===== src/rtl/cpu_pkg.sv =====
// cpu_pkg: shared datapath constants, word type and select-width helper
package cpu_pkg;
    localparam int DATA_W = 32;
    typedef logic [DATA_W-1:0] word_t;
    function automatic int sel_width(input int n);
        return (n < 2) ? 1 : $clog2(n);
    endfunction
endpackage


===== src/rtl/mux_n_comb.sv =====
// mux_n_comb: combinational N-to-1 selector with in-range flag
//   data_i   N packed SIZE-bit channels, channel k = data_i[k*SIZE +: SIZE]
//   select_i channel index
//   sel      selected channel, zero when select_i >= N
//   in_range high when select_i < N
module mux_n_comb
    import cpu_pkg::*;
#(
    parameter int SIZE  = DATA_W,
    parameter int N     = 3,
    parameter int SEL_W = sel_width(N)
) (
    input  logic [N*SIZE-1:0] data_i,
    input  logic [SEL_W-1:0]  select_i,
    output logic [SIZE-1:0]   sel,
    output logic              in_range
);
    always_comb begin
        sel      = '0;
        in_range = 1'b0;
        for (int k = 0; k < N; k++) begin
            if (select_i == SEL_W'(k)) begin
                sel      = data_i[k*SIZE +: SIZE];
                in_range = 1'b1;
            end
        end
    end
endmodule


===== src/rtl/sel_pipe_reg.sv =====
// sel_pipe_reg: N-way forwarding mux with registered output, valid, stall, flush and select-error flag
//   clk_i, rst_i (async, active-low)
//   data_i/select_i/valid_i  input beat; stall_i holds, flush_i inserts a bubble (flush wins)
//   data_o/valid_o/sel_err_o registered outputs, one cycle latency
//   SEL_PIPE_STATS_EN adds stall_cnt_o: saturating count of stalled (non-flushed) edges
module sel_pipe_reg
    import cpu_pkg::*;
#(
    parameter int              SIZE    = DATA_W,
    parameter int              N       = 3,
    parameter int              SEL_W   = sel_width(N),
    parameter logic [SIZE-1:0] DEFAULT = '0
) (
    input  logic              clk_i,
    input  logic              rst_i,
    input  logic [N*SIZE-1:0] data_i,
    input  logic [SEL_W-1:0]  select_i,
    input  logic              valid_i,
    input  logic              stall_i,
    input  logic              flush_i,
`ifdef SEL_PIPE_STATS_EN
    output logic [15:0]       stall_cnt_o,
`endif
    output logic [SIZE-1:0]   data_o,
    output logic              valid_o,
    output logic              sel_err_o
);
    logic [SIZE-1:0] sel;
    logic            in_range;

    mux_n_comb #(.SIZE(SIZE), .N(N), .SEL_W(SEL_W)) u_mux (
        .data_i   (data_i),
        .select_i (select_i),
        .sel      (sel),
        .in_range (in_range)
    );

    // capture ignores valid_i; consumers qualify data_o with valid_o
    always_ff @(posedge clk_i or negedge rst_i) begin
        if (!rst_i) begin
            data_o    <= DEFAULT;
            valid_o   <= 1'b0;
            sel_err_o <= 1'b0;
        end else if (flush_i) begin
            data_o    <= DEFAULT;
            valid_o   <= 1'b0;
            sel_err_o <= 1'b0;
        end else if (!stall_i) begin
            data_o    <= in_range ? sel : DEFAULT;
            valid_o   <= valid_i;
            sel_err_o <= !in_range;
        end
    end

`ifdef SEL_PIPE_STATS_EN
    always_ff @(posedge clk_i or negedge rst_i) begin
        if (!rst_i)
            stall_cnt_o <= '0;
        else if (stall_i && !flush_i && stall_cnt_o != 16'hFFFF)
            stall_cnt_o <= stall_cnt_o + 16'd1;
    end
`endif
endmodule


===== config.mk =====
export PLATFORM = sky130hd
export DESIGN_NAME = sel_pipe_reg
export DESIGN_NICKNAME = d
export VERILOG_FILES = /design/src/rtl/cpu_pkg.sv /design/src/rtl/mux_n_comb.sv /design/src/rtl/sel_pipe_reg.sv
export SDC_FILE = /design/constraint.sdc
export NUM_CORES = 1
export LEC_CHECK = 0
export CAP_MARGIN = 5
export CORE_MARGIN = 3
export CORE_UTILIZATION = 39
export CTS_BUF_LIST = sky130_fd_sc_hd__clkbuf_16
export DETAILED_ROUTE_END_ITERATION = 8
export PLACE_DENSITY = 0.85
export SKIP_CTS_REPAIR_TIMING = 1
export SYNTH_ARGS = -nofsm -noshare
export SYNTH_HDL_FRONTEND = slang
export SYNTH_SLANG_ARGS = --single-unit

===== constraint.sdc =====
create_clock -name clk_i -period 1.9 [get_ports clk_i]
set_input_delay 0.285 -clock clk_i [delete_from_list [all_inputs] [get_ports clk_i]]
set_output_delay 0.285 -clock clk_i [all_outputs]
set_load 0.01 [all_outputs]

==> reports/metrics.yaml <==
status:
  outcome: "complete, no violations"
drt:
  drc: 0
  wl_per_cell_um: 16.0
  postRouteAntennaNets: 0
  viasPerCell: 5.30
  wl_um: 6800
  drt_iter0_markers: 109
  via_count: 2256
  drt-pass1-iter-count: 4
sta:
  finalHoldViolations: 0
  report.final.slew_viol_count: 0
  max_freq_mhz: 638
  fin_crit_ns: 1.57
  finClkSkew_ns: 0
  worst_slew_pin_slew_ns: 0.784
  rsz0062_at_grt: "false"
  slew_headroom: 0.477
  fin_setup_tns_ns: 0
  timing.final.crit_share: 0.825
  setup_viol: 0
clocking:
  clock_sinks: 34
  clk_path_buf_depth: 2
  cts.clk_slew.worst_paths_ns: 0.05
  htree_levels: 2
  numCtsBuffers: 5
  clock_latency_ns: 0.27
  cts_tree: "yes"
  cts_root_buf: "clkbuf_16"
place:
  port_buffers: 136
  place.gp.congestion: 0.831
  dpl.hpwl_um: 5130
layout:
  layout_commonest_cell: "clkdlybuf4s50_1"
  fin_util: 0.710
  area_growth_pct: 72.2
  final_nets: 458
  multi_input_area_sq_um: 1020
  antennaDiodeCount: 0
  seq_area_sq_um: 851
  mostFrequentLayoutCells: "133 x clkdlybuf4s50_1, 34 x dfrtp_1, 33 x inv_1"
  fillerInstances: 440
  drive_gt1_frac: 0.0618
worst_setup_path:
  start_kind: "primary input"
  cp-end-kind: "flop"
  cp_max_fo: 18
  required_ns: 2.11
  cp.arrival_ns: 1.77
  crit_type: "in2reg"
global_route:
  grt_first_pass_wirelength_um: 10800
  grt_pass1_vias: 2268
  antenna_found_initial: 0
  grt_max_degree: 35
  grt_usage: 0.216
  overflow: 0
floorplanning:
  row_count: 26
  floorplan.initialDensity: 0.412
  coreArea_sq_um: 5200
  dieArea_sq_um: 6430
  die_x_um: 80.2
  die_y_um: 80.2
  ios: 137
worst_hold_path:
  hold_class: "in2async"
synth:
  ys_top_cells_by_area: "dfrtp_1 40%, a32o_1 15%, a211o_1 13%, nor2b_1 9.6%, o21ai_0 7.2%"
  synth_area_sq_um: 2150
  ys_ff_latch: 34
  synthCells: 226
  yosysTopAreaCellShare: 0.397
  yosysTopAreaCell: "dfrtp_1"
  yosysWarningCount: 0
  avgSynthCellArea_sq_um: 9.49
  ys_types: 17
  syn_nets: 329
  ys_seq_area_frac: 0.397
run:
  drv_cap: 0
power_and_ir_drop:
  powerDensity_nw_per_um2: 572
  p_leak_nw: 1.62
  max-vdd-ir-drop_mv: 0.486
[power breakdown]
group,switching [mW],internal [mW],total [mW]
Combinational,0.212,0.365,0.577
Sequential,0.0225,0.765,0.788
Clock,0.278,0.473,0.750
Total,0.512,1.60,2.11
[routing by layer]
layer  up-vias  part of all wire  global-route usage
met4         0             0.017              0.0591
met5         -                 0                   0
met1      1079              0.39               0.255
met3         8             0.081              0.0673
li1       1078                 -                   -
met2        91              0.51               0.375
[per-stage QoR]
step	total power, mW	setup WS, ns	cell area (sq um)	cells	hold WS, ns
floorplan	1.02	0.652	2150	226	-0.0106
global placement	1.36	0.116	3560	418	0.391
detailed placement	1.38	0.0457	3560	418	0.410
CTS	2.14	0.337	3690	426	0.117
global route	2.22	0.249	3690	426	0.145
finish	2.11	0.332	3690	426	0.0926
[cells by family (layout without fill, tap and decap cells)]
family / after synthesis / count (layout) / synth area share
AOI/OAI and AO/OA: 98 / 98 / 0.366
buffers and inverters: 57 / 187 / 0.129
DFF: 34 / 34 / 0.397
muxes: 1 / 1 / 0.00466
and+or+nand+nor: 36 / 36 / 0.103
[worst max-delay path, cell delays in order]
cell and delay, ns:
clkdlybuf4s50_1 0.48, nor2b_2 0.61, buf_12 0.23, a32o_1 0.15
[synthesized netlist by cell type (all sizes together)]
cell type / n
o21ai: 32
inv: 32
clkbuf: 5
dfrtp: 34
nand2: 1
a32o: 32
nor2b: 33
buf: 20
nor2: 1
a21oi: 1
nand3b: 1
mux2i: 1
a211oi: 1
a211o: 32
[final cells by class]
class	instances	area share
sequential	34	0.230
timing repair buffer	147	0.400
multi-input combinational	135	0.276
clock inverter	3	0.00339
inverter	32	0.0325
clock buffer	5	0.0339
tap	70	0.0237
[registers in the layout, summed over array words and instances (netlist names)]
| signal | count |
|---|---|
| valid_o | 1 |
| data_o | 32 |
| sel_err_o | 1 |
[path summary, 6_finish.rpt]
check / slack [ns] / start / end / depth (start not counted)
min reg2reg: 0.49 / data_o[20] / data_o[20] / 1
min in group clk_i: 0.45 / select_i[1] / sel_err_o / 3
max in group asynchronous: 1.31 / rst_i / data_o[14] / 1
max reg2reg: 1.17 / data_o[0] / data_o[0] / 1
max: 0.33 / stall_i / data_o[0] / 4
min: 0.09 / rst_i / data_o[1] / 1
No activity file was read; power rests on OpenSTA's default activity.
